File: src/rtl/uart_rx_cfg.sv
// uart_rx_cfg: parametrised oversampling UART receiver.
// Configurable data width, optional odd/even parity and one or two stop bits.
// Each bit is decided by a 3-sample majority vote around mid-bit. A completed
// frame gives a one-cycle rx_valid strobe with parity, framing and break flags.
module uart_rx_cfg #(
   parameter int CLOCK_FREQ = 100000000,
   parameter int BAUD_RATE  = 9600,
   parameter int DATA_BITS  = 8,
   parameter int PARITY     = 0,
   parameter int STOP_BITS  = 1,
   parameter int OVERSAMPLE = 16
) (
   input  logic                 clk,
   input  logic                 rst_n,
   input  logic                 rx,
   output logic [DATA_BITS-1:0] rx_data,
   output logic                 rx_valid,
   output logic                 parity_err,
   output logic                 frame_err,
   output logic                 break_det,
   output logic                 busy
);

   localparam int DIV_RAW = CLOCK_FREQ / (BAUD_RATE * OVERSAMPLE);
   localparam int DIV     = (DIV_RAW < 1) ? 1 : DIV_RAW;
   localparam int DIV_W   = (DIV > 1) ? $clog2(DIV) : 1;
   localparam int TICK_W  = $clog2(OVERSAMPLE);

   localparam logic [DIV_W-1:0]  DIV_LAST  = DIV_W'(DIV - 1);
   localparam logic [TICK_W-1:0] TICK_S0   = TICK_W'(OVERSAMPLE / 2 - 1);
   localparam logic [TICK_W-1:0] TICK_S1   = TICK_W'(OVERSAMPLE / 2);
   localparam logic [TICK_W-1:0] TICK_S2   = TICK_W'(OVERSAMPLE / 2 + 1);
   localparam logic [TICK_W-1:0] TICK_LAST = TICK_W'(OVERSAMPLE - 1);
   localparam logic [3:0]        DATA_LAST = 4'(DATA_BITS - 1);
   localparam logic [3:0]        STOP_LAST = 4'(STOP_BITS - 1);

   localparam logic [2:0] S_IDLE      = 3'd0;
   localparam logic [2:0] S_START     = 3'd1;
   localparam logic [2:0] S_DATA      = 3'd2;
   localparam logic [2:0] S_PARITY    = 3'd3;
   localparam logic [2:0] S_STOP      = 3'd4;
   localparam logic [2:0] S_WAIT_HIGH = 3'd5;

   logic                 r_rx_meta;
   logic                 r_rx_sync;
   logic                 r_rx_prev;
   logic [2:0]           r_state;
   logic [DIV_W-1:0]     r_div_cnt;
   logic [TICK_W-1:0]    r_tick_cnt;
   logic [3:0]           r_bit_cnt;
   logic                 r_s0;
   logic                 r_s1;
   logic [DATA_BITS-1:0] r_shift;
   logic                 r_par;
   logic                 r_perr;
   logic                 r_ferr;
   logic                 r_all_zero;
   logic [DATA_BITS-1:0] r_rx_data;
   logic                 r_rx_valid;
   logic                 r_parity_err;
   logic                 r_frame_err;
   logic                 r_break_det;

   logic w_start_edge;
   logic w_tick;
   logic w_maj;
   logic w_par_exp;
   logic w_frame_bad;
   logic w_break;

   assign w_start_edge = r_rx_prev & ~r_rx_sync;
   assign w_tick       = (r_div_cnt == DIV_LAST);
   // Third vote is the live synchronised value at tick OVERSAMPLE/2+1.
   assign w_maj        = (r_s0 & r_s1) | (r_s0 & r_rx_sync) | (r_s1 & r_rx_sync);
   assign w_par_exp    = (PARITY == 1) ? ~r_par : r_par;
   assign w_frame_bad  = r_ferr | ~w_maj;
   assign w_break      = r_all_zero & ~w_maj;

   assign rx_data    = r_rx_data;
   assign rx_valid   = r_rx_valid;
   assign parity_err = r_parity_err;
   assign frame_err  = r_frame_err;
   assign break_det  = r_break_det;
   assign busy       = (r_state != S_IDLE);

   // Two-flop synchroniser plus one delayed copy for falling-edge detection.
   // NOTE: these reset to 1 (idle line) so reset release never looks like a start edge.
   always_ff @(posedge clk or negedge rst_n) begin
      if (!rst_n) begin
         r_rx_meta <= 1'b1;
         r_rx_sync <= 1'b1;
         r_rx_prev <= 1'b1;
      end else begin
         r_rx_meta <= rx;
         r_rx_sync <= r_rx_meta;
         r_rx_prev <= r_rx_sync;
      end
   end

   // Tick divider: held clear while idle so the start edge restarts the phase.
   always_ff @(posedge clk or negedge rst_n) begin
      if (!rst_n) begin
         r_div_cnt <= '0;
      end else if (r_state == S_IDLE || w_tick) begin
         r_div_cnt <= '0;
      end else begin
         r_div_cnt <= r_div_cnt + DIV_W'(1);
      end
   end

   // Receive FSM, bit sampling, error accumulation and output strobes.
   // NOTE: all state here uses non-blocking assignments; a later assignment in
   // the same branch (e.g. the tick counter on frame completion) overrides an earlier one.
   always_ff @(posedge clk or negedge rst_n) begin
      if (!rst_n) begin
         r_state      <= S_IDLE;
         r_tick_cnt   <= '0;
         r_bit_cnt    <= '0;
         r_s0         <= 1'b1;
         r_s1         <= 1'b1;
         r_shift      <= '0;
         r_par        <= 1'b0;
         r_perr       <= 1'b0;
         r_ferr       <= 1'b0;
         r_all_zero   <= 1'b0;
         r_rx_data    <= '0;
         r_rx_valid   <= 1'b0;
         r_parity_err <= 1'b0;
         r_frame_err  <= 1'b0;
         r_break_det  <= 1'b0;
      end else begin
         r_rx_valid   <= 1'b0;
         r_parity_err <= 1'b0;
         r_frame_err  <= 1'b0;
         r_break_det  <= 1'b0;

         if (r_state == S_IDLE) begin
            if (w_start_edge) begin
               // The detection cycle itself counts as tick 0 of the start bit.
               r_state    <= S_START;
               r_tick_cnt <= TICK_W'(1);
               r_bit_cnt  <= '0;
               r_par      <= 1'b0;
               r_perr     <= 1'b0;
               r_ferr     <= 1'b0;
               r_all_zero <= 1'b1;
            end
         end else if (r_state == S_WAIT_HIGH) begin
            if (w_tick) begin
               if (!r_rx_sync) begin
                  r_tick_cnt <= '0;
               end else if (r_tick_cnt == TICK_LAST) begin
                  r_state <= S_IDLE;
               end else begin
                  r_tick_cnt <= r_tick_cnt + TICK_W'(1);
               end
            end
         end else if (w_tick) begin
            if (r_tick_cnt == TICK_LAST) begin
               r_tick_cnt <= '0;
            end else begin
               r_tick_cnt <= r_tick_cnt + TICK_W'(1);
            end

            if (r_tick_cnt == TICK_S0) begin
               r_s0 <= r_rx_sync;
            end
            if (r_tick_cnt == TICK_S1) begin
               r_s1 <= r_rx_sync;
            end

            if (r_tick_cnt == TICK_S2) begin
               case (r_state)
                  S_START: begin
                     if (w_maj) begin
                        r_state <= S_IDLE;
                     end
                  end
                  S_DATA: begin
                     r_shift    <= {w_maj, r_shift[DATA_BITS-1:1]};
                     r_par      <= r_par ^ w_maj;
                     r_all_zero <= r_all_zero & ~w_maj;
                  end
                  S_PARITY: begin
                     r_perr     <= (w_maj != w_par_exp);
                     r_all_zero <= r_all_zero & ~w_maj;
                  end
                  S_STOP: begin
                     r_ferr     <= w_frame_bad;
                     r_all_zero <= w_break;
                     if (r_bit_cnt == STOP_LAST) begin
                        // Frame completes at the final stop mid-sample.
                        r_rx_valid   <= 1'b1;
                        r_rx_data    <= r_shift;
                        r_parity_err <= r_perr;
                        r_frame_err  <= w_frame_bad;
                        r_break_det  <= w_break;
                        r_tick_cnt   <= '0;
                        r_state      <= w_frame_bad ? S_WAIT_HIGH : S_IDLE;
                     end
                  end
                  default: begin
                  end
               endcase
            end

            if (r_tick_cnt == TICK_LAST) begin
               case (r_state)
                  S_START: begin
                     r_state   <= S_DATA;
                     r_bit_cnt <= '0;
                  end
                  S_DATA: begin
                     if (r_bit_cnt == DATA_LAST) begin
                        r_bit_cnt <= '0;
                        r_state   <= (PARITY != 0) ? S_PARITY : S_STOP;
                     end else begin
                        r_bit_cnt <= r_bit_cnt + 4'd1;
                     end
                  end
                  S_PARITY: begin
                     r_bit_cnt <= '0;
                     r_state   <= S_STOP;
                  end
                  S_STOP: begin
                     r_bit_cnt <= r_bit_cnt + 4'd1;
                  end
                  default: begin
                  end
               endcase
            end
         end
      end
   end

endmodule
File: config.mk
export PLATFORM = sky130hd
export DESIGN_NAME = uart_rx_cfg
export DESIGN_NICKNAME = d
export VERILOG_FILES = /design/src/rtl/uart_rx_cfg.sv
export SDC_FILE = /design/constraint.sdc
export NUM_CORES = 1
export LEC_CHECK = 0
export CAP_MARGIN = 5
export CORE_MARGIN = 3
export CORE_UTILIZATION = 50
export DETAILED_ROUTE_END_ITERATION = 16
export DONT_BUFFER_PORTS = 1
export GPL_TIMING_DRIVEN = 0
export MAX_ROUTING_LAYER = met4
export SLEW_MARGIN = 20
export SYNTH_ARGS = -nofsm -noshare
export SYNTH_HDL_FRONTEND = slang
export SYNTH_SLANG_ARGS = --single-unit
File: constraint.sdc
create_clock -name clk -period 2.3 [get_ports clk]
set_input_delay 0.345 -clock clk [delete_from_list [all_inputs] [get_ports clk]]
set_output_delay 0.345 -clock clk [all_outputs]
set_load 0.03 [all_outputs]
# Word-level counts from Yosys, hierarchy flattened
# Index checks and enable logic that the tools add are counted.
[op_classes]
addsub = 3
eq_ne = 17
muxes = 80
bitwise = 13
n_reduce_logical = 25
[op_table]
columns = ["op", "n"]
rows = [
  ["two-way mux 4 bit", 17],
  ["two-way mux 1 bit", 46],
  ["two-way mux 3 bit", 13],
  ["AND reduction 5 bit", 6],
  ["nonzero test 2 bit", 7],
  ["equality test 4 bit, second input constant", 3],
  ["one-hot mux 4 bit (3 select lines)", 1],
  ["AND reduction 4 bit", 3],
  ["adder 10 x 1 -> 10 bit, second input constant", 1],
  ["equality test 10 bit, second input constant", 1],
  ["two-way mux 10 bit", 1],
  ["one-hot mux 3 bit (3 select lines)", 1],
  ["adder 4 x 1 -> 4 bit, second input constant", 2],
  ["equality test 4 x 3 -> 1 bit, second input constant", 2],
  ["equality test 3 x 2 -> 1 bit, second input constant", 2],
  ["equality test 3 bit, second input constant", 2],
  ["one-hot mux 3 bit (2 select lines)", 1],
  ["AND reduction 6 bit", 1],
  ["bitwise AND 1 bit", 5],
  ["logical NOT 4 bit", 1],
  ["!= test 2 bit, second input constant", 2],
  ["!= test 4 bit, second input constant", 1],
  ["inverter 1 bit", 4],
  ["nonzero test 4 bit", 1],
  ["12 further kinds", 14],
]
[totals]
ff_bits = 50
out_inout_bits = 13
elab_cells = 157

# Longest topological paths before layout
# Gate-level depths: netlist of the first run.
[depth]
ltp_word = 15
mapped_depth = 10

# Least setup slack after synthesis of the first run
# Ideal clock, no wire load.
[synth_path]
path_type = "flip-flop to flip-flop"
startpoint = "reg r_state[1]"
endpoint = "reg r_state[2]"
setup_ns = 0.118
t_arrival_ns = 1.856
required_time_ns = 2.182
slack_ns = 0.326
stages_incl_launch_ff = 8
period_less_slack_ns = 1.974
cell_sequence = "dfrtp_1 > buf_6 > or2_1 > buf_6 > or4_4 > o311ai_4 > nand3_1 > a21o_1"
[synth_between]
elab_chain_cells = 9
[synth_lines]
columns = ["element", "line_no", "rtl"]
rows = [
  ["start: declaration", "47", "logic [2:0] r_state;"],
  ["start signal: assignment", "199", "r_state <= w_frame_bad ? S_WAIT_HIGH : S_IDLE;"],
  ["start signal: assignment", "216", "r_state <= (PARITY != 0) ? S_PARITY : S_STOP;"],
  ["equality test 3 bit / equality test 3 x 1 -> 1 bit (equally long branches)", "173, 208", ""],
  ["one-hot mux 3 bit (2 select lines)", "173", "case (r_state)"],
  ["two-way mux 3 bit", "172", "if (r_tick_cnt == TICK_S2) begin"],
  ["two-way mux 3 bit", "214", "if (r_bit_cnt == DATA_LAST) begin"],
  ["one-hot mux 3 bit (3 select lines)", "208", "case (r_state)"],
  ["two-way mux 3 bit", "207", "if (r_tick_cnt == TICK_LAST) begin"],
  ["two-way mux 3 bit", "158", "end else if (w_tick) begin"],
  ["two-way mux 3 bit", "148", "end else if (r_state == S_WAIT_HIGH) begin"],
  ["two-way mux 3 bit", "137", "if (r_state == S_IDLE) begin"],
]
# Several ways; a longest one is shown, not always the timed one. The select of a mux whose other input is x is not followed.
# A chain may end at the register's enable or synchronous reset.

# Worst setup path in the final report of the first run
[layout_path]
startpoint = "reg r_tick_cnt[1]"
endpoint = "reg r_shift[1]"
[layout_between]
elab_chain_cells = 2
[layout_lines]
columns = ["element", "line_no", "rtl"]
rows = [
  ["start: declaration", "49", "logic [TICK_W-1:0] r_tick_cnt;"],
  ["start signal: assignment", "155", "r_tick_cnt <= r_tick_cnt + TICK_W'(1);"],
  ["start signal: assignment", "162", "r_tick_cnt <= r_tick_cnt + TICK_W'(1);"],
  ["equality test 4 bit", "172", ""],
  ["AND reduction 5 bit (no line)", "--", ""],
  ["end signal: assignment", "180", "r_shift <= {w_maj, r_shift[DATA_BITS-1:1]};"],
  ["end: declaration", "53", "logic [DATA_BITS-1:0] r_shift;"],
]
# No other way between the ends.

==> flow_metrics.py, run 1 <==
metrics = {
    "sta": {
        "final.min_clock_period_ps": 2180,
        "worstMarginPinSlew_ps": 710,
        "fin_crit_sh": 0.949,
        "slew_headroom": 0.524,
        "rsz0062_at_grt": "no",
        "skew_ps": 7.58,
        "max_freq_ghz": 0.458,
        "whs_ps": 25.7,
        "final-hold-violation-count": 0,
        "fin_ws_ps": 116,
        "tns_ps": 0,
        "slew_viol_final": 0,
        "finalSetupViolations": 0,
    },
    "floorplanning": {
        "io_pins": 16,
        "die_area_um2": 6030,
        "rows": 25,
        "coreArea_um2": 4850,
        "initial_core_util": 0.529,
        "die_width_um": 77.6,
        "die_h_um": 77.6,
    },
    "power_and_ir_drop": {
        "p_leak_nw": 1.31,
        "p_total_mw": 1.86,
        "ir_drop_mv": 0.584,
        "p_per_area_nw_per_um2": 669,
    },
    "synth": {
        "synth_top_cell_by_area": "dfrtp_1",
        "synthesis.nets": 245,
        "ys_async_sr_fraction": 1.00,
        "yosysUniqueCellTypes": 60,
        "ys.flop_type": "dfrtp_1",
        "syn_inst": 235,
        "synth_seq_cells": 50,
        "syn_area_um2": 2570,
        "synth_area_leaders": "dfrtp_1, mux2_2, dfstp_2, ha_1, nand2_1",
        "synth-edff-count": 0,
        "yosysWarnings": 0,
        "ys_seq_area_frac": 0.490,
        "syn_area_per_cell_um2": 10.9,
        "synth_top_area_frac": 0.439,
    },
    "min_path": {
        "hold_path_depth": 0,
        "worstHoldStart": "rx",
        "hold_end": "r_rx_meta",
        "hp-class": "input port to flip-flop",
    },
    "cells_and_area": {
        "nets": 254,
        "final_util": 0.575,
        "multi_input_area_um2": 1210,
        "ff_latch_area_um2": 1260,
        "final_cell_count_no_fill": 312,
        "fin_area_um2": 2790,
        "fillers": 412,
        "area_growth_pct": 8.58,
        "num_antenna_cells": 0,
        "drive_above_1_share": 0.212,
    },
    "setup_path": {
        "reg2reg_slack_ps": 120,
        "cp-start-kind": "flip-flop",
        "worstSetupStartpoint": "r_tick_cnt[1]",
        "cp-end-kind": "flip-flop",
        "r2r_cells": 6,
        "r2r_start": "r_tick_cnt[1]",
        "crit_arrival_ps": 2390,
        "required_ps": 2500,
        "r2r_end": "r_shift[1]",
        "crit_type": "flip-flop to flip-flop",
        "cp_max_fo": 9,
    },
    "placement": {
        "place_ws_ps": 115,
        "placed_cells": 302,
        "gp_congestion": 0.866,
        "io_buffers": 0,
        "hpwl_um": 3350,
        "dpl_cell_area_um2": 2650,
    },
    "clock_network": {
        "cts_buffers": 5,
        "cts_root_buffer": "clkbuf_8",
        "clk_pin_slew_ps": 100,
        "clockBufferDepth": 2,
        "cts_setup_buffers": 0,
        "cts_tree": "built",
        "clock_latency_ps": 310,
        "htreeDepth": 2,
        "cts.sink_count": 50,
    },
    "route": {
        "totalWireLength_um": 4680,
        "dr.pass1.iters": 4,
        "first_iter_violations": 183,
        "dr_total_vias": 1764,
        "drc": 0,
        "avgViaCountPerCell": 5.65,
        "ant_nets": 0,
        "wl_per_cell_um": 15.0,
    },
    "grt": {
        "grt_antenna_before_repair": 0,
        "grt_pass1_vias": 1728,
        "grt_overflow": 0,
        "grt_start_max_net_pins": 51,
        "grt_pass1_wl_um": 8170,
        "grt_usage": 0.174,
    },
    "job": {
        "max_cap_violations": 0,
    },
    "run_status": {
        "status": "complete, no violations",
    },
}
-- Yosys cell counts, types with 4 or more instances --
cell,number
nand2_1,20
dfstp_2,5
o21ai_0,6
a21oi_1,5
a21o_1,6
a31oi_1,5
nor2_1,18
dfrtp_1,45
nor4_1,4
mux2_2,17
ha_1,7
xnor2_1,6
nand3_1,11
and3_1,5
inv_1,9
-- cell usage in the layout, fill, tap and decap left out, types with 4 or more instances in the layout --
cell       n
inv_1      9
nand2_1   20
a31oi_1    5
dfstp_2    5
ha_1       7
clkbuf_8   5
a21o_1     6
mux2_2    17
and3_1     5
dfrtp_1   45
nor4_1     4
nand3_1   11
o21ai_0    6
a21oi_1    5
nor2_1    17
xnor2_1    6
-- cell type report --
class	count	share of cell area
Inverter	10	0.0135
Timing Repair Buffer	2	0.0135
Tap cell	67	0.0301
Multi-Input combinational cell	167	0.436
Clock inverter	3	0.00988
Sequential cell	50	0.451
Clock buffer	5	0.0247
Buffer	8	0.0211
-- flip-flops by register name, summed over array words and instances, names as in the netlist --
name        count
r_ferr          1
r_par           1
r_bit_cnt       4
r_rx_meta       1
r_perr          1
break_det       1
r_state         3
r_rx_prev       1
rx_data         8
r_all_zero      1
r_tick_cnt      4
r_shift         8
rx_valid        1
r_s1            1
parity_err      1
r_s0            1
r_div_cnt      10
r_rx_sync       1
frame_err       1
-- report_power, final --
part           leakage (nW)  internal (mW)  switching, mW
logic                 0.611          0.124          0.146
clock network        0.0467          0.226          0.313
registers             0.649          0.959         0.0971
-- worst max-delay path, cell delays in order, from the launching register on --
cell and delay (ps):
dfrtp_1 420, inv_1 90, ha_1 160, and3b_1 270, nand4_1 260, nor3_4 480, mux2_2 390
-- how the worst max path moves through the flow --
stage	end	slack, ps	cells after the start
final	r_shift[1]	120	6
after global routing	r_shift[1]	10	6
after CTS	r_shift[1]	100	6
after detailed placement	rx_data[7]	120	10
after global placement	rx_data[7]	130	10
after floorplan	r_state[2]	330	7
-- metal layers --
| layer | routed length [µm] | part of all wire | track usage |
|---|---|---|---|
| met4 | 86 | 0.018 | 0.0658 |
| met2 | 2310 | 0.49 | 0.282 |
| met5 | 0 | 0 | - |
| met1 | 2090 | 0.45 | 0.215 |
| met3 | 186 | 0.040 | 0.0371 |
-- timing repair --
item | CTS | global route
endpoints found under the hold margin | 50 | 0
endpoints found under the setup margin | 0 | 2
gates resized for setup | 0 | 1
hold buffers | 2 | 0
-- kinds of logic (layout without fill, tap and decap cells) --
logic type	Yosys count	after routing	synth area share
AO/OA/AOI/OAI	37	37	0.106
XOR/XNOR	9	9	0.0307
adder cells (fa/ha/maj)	8	8	0.0380
buffers and inverters	18	28	0.0375
flip-flops	50	50	0.490
multiplexers	20	20	0.0868
AND/OR/NAND/NOR	93	93	0.211
No activity file was read; power rests on OpenSTA's default activity.
==> run 2: changes to the inputs <==
TNS_END_PERCENT = 5   (was unset)
==> results of run 2 <==
Final layout, timing and power as in run 1 (identical DEF).
==> run 3: changes to the inputs <==
GPL_TIMING_DRIVEN = unset   (was 0)
HOLD_SLACK_MARGIN = 0.15   (was unset)
==> flow_metrics.py, run 3 (synthesized netlist as in run 1, its figures left out) <==
metrics = {
    "run_status": {
        "status": "complete, no violations",
    },
    "route": {
        "drc": 0,
        "dr_total_vias": 1758,
        "wl_per_cell_um": 15.1,
        "ant_nets": 0,
        "totalWireLength_um": 4690,
        "avgViaCountPerCell": 5.67,
        "dr.pass1.iters": 4,
        "first_iter_violations": 142,
    },
    "setup_path": {
        "cp-start-kind": "flip-flop",
        "cp_cell_sequence": "inv_1 -> ha_1 -> and3b_1 -> nand4_1 -> nor3_4 -> mux2_2",
        "required_ps": 2480,
        "r2r_end": "r_shift[2]",
        "worst-path-buf-inv": 1,
        "cp-end-kind": "flip-flop",
        "r2r_start": "r_tick_cnt[1]",
        "reg2reg_slack_ps": 170,
        "cp_top_family": "simple AND/OR/NAND/NOR gates",
        "slowest_stage": "nor3_4",
        "cpPeakStageDelay_ps": 460,
        "crit_arrival_ps": 2310,
        "cp_max_fo": 9,
        "r2r_cells": 6,
        "crit_type": "flip-flop to flip-flop",
    },
    "sta": {
        "slew_viol_final": 0,
        "final-hold-violation-count": 0,
        "max_freq_ghz": 0.470,
        "fin_crit_sh": 0.925,
        "tns_ps": 0,
        "rsz0062_at_grt": "no",
        "skew_ps": 3.19,
        "final.min_clock_period_ps": 2130,
        "slew_headroom": 0.510,
        "worstMarginPinSlew_ps": 730,
        "finalSetupViolations": 0,
    },
    "floorplanning": {
        "die_h_um": 77.6,
        "die_width_um": 77.6,
        "io_pins": 16,
        "initial_core_util": 0.529,
        "die_area_um2": 6030,
        "rows": 25,
        "coreArea_um2": 4850,
    },
    "clock_network": {
        "htreeDepth": 2,
        "cts_root_buffer": "clkbuf_8",
        "cts_buffers": 5,
        "cts_tree": "built",
        "clock_latency_ps": 290,
        "clockBufferDepth": 2,
        "cts_setup_buffers": 0,
        "cts.sink_count": 50,
        "clk_pin_slew_ps": 90,
    },
    "cells_and_area": {
        "drive_above_1_share": 0.206,
        "final_cell_count_no_fill": 310,
        "area_growth_pct": 7.70,
        "largest_reg_flops": 10,
        "final_util": 0.570,
        "num_antenna_cells": 0,
        "final_cell_mix": "dfrtp_1, nand2_1, nor2_1",
        "largest-register": "r_div_cnt",
        "final_common_cell": "dfrtp_1",
        "nets": 252,
    },
    "grt": {
        "grt_pass1_vias": 1814,
        "grt_pass1_wl_um": 8510,
        "grt_overflow": 0,
        "grt_usage": 0.181,
        "grt_start_max_net_pins": 51,
        "grt_antenna_before_repair": 0,
    },
    "min_path": {
        "hold_path_depth": 0,
        "hp-class": "flip-flop to flip-flop",
        "worstHoldStart": "r_rx_meta",
        "hold_end": "r_rx_sync",
    },
    "placement": {
        "gp_congestion": 0.955,
        "hpwl_um": 3390,
        "io_buffers": 0,
        "placed_cells": 299,
    },
    "power_and_ir_drop": {
        "p_per_area_nw_per_um2": 653,
        "p_leak_nw": 1.30,
        "ir_drop_mv": 0.500,
    },
    "job": {
        "max_cap_violations": 0,
    },
}
[run 3: changes by cell type in the layout (fill, tap and decap cells not counted), sizes merged]
cell	change
clkinv	+2
inv	-2
buf	-1
clkbuf	-1
clkinvlp	-1
dlygate4sd3	+1
[run 3: how the worst max path moves through the flow]
| stage | startpoint | depth (start not counted) | endpoint |
|---|---|---|---|
| global placement | r_tick_cnt[1] | 6 | r_shift[7] |
| floorplan | r_state[1] | 7 | r_state[2] |
| CTS | r_state[1] | 7 | rx_data[7] |
| detailed placement | r_state[1] | 7 | rx_data[7] |
| finish | r_tick_cnt[1] | 6 | r_shift[2] |
| global route | r_tick_cnt[1] | 6 | r_shift[2] |
[run 3: metal layers]
layer / share of wire / track usage / vias up
met2: 0.49 / 0.283 / 33
met1: 0.47 / 0.234 / 864
li1: - / - / 857
met3: 0.036 / 0.0360 / 4
met5: 0 / - / -
met4: 0.012 / 0.0641 / 0
[run 3: power breakdown]
| part | internal, mW | total [mW] | switching, mW | leakage (nW) |
|---|---|---|---|---|
| Clock | 0.215 | 0.489 | 0.274 | 0.0452 |
| Combinational | 0.123 | 0.258 | 0.135 | 0.606 |
| Sequential | 0.959 | 1.06 | 0.0991 | 0.649 |
| Total | 1.30 | 1.81 | 0.508 | 1.30 |
[run 3: metrics by stage]
stage	power (mW)	hold WS, ps	instance area, µm²	setup WS (ps)
2_1_floorplan	1.25	49.4	2570	326
3_3_place_gp	1.30	50.9	2630	211
3_5_place_dp	1.31	51.1	2630	167
4_1_cts	1.84	363	2760	151
5_1_grt	1.94	371	2760	13.7
6_report	1.81	363	2760	172
[run 3: area by class of cell]
cell class	count	area, µm²
fillers	423	2080
flip-flops and latches	50	1260
multi-input cells	167	1210
repair buffers	8	85.1
well taps	67	83.8
clock buffers	6	72.6
inverters	10	37.5
clock inverters	2	13.8
[run 3: repair_timing]
action                                  4_1_cts  5_1_grt
endpoints found under the hold margin        51        0
endpoints found under the setup margin        0        8
hold buffers                                  3        0
resized for setup                             0        1
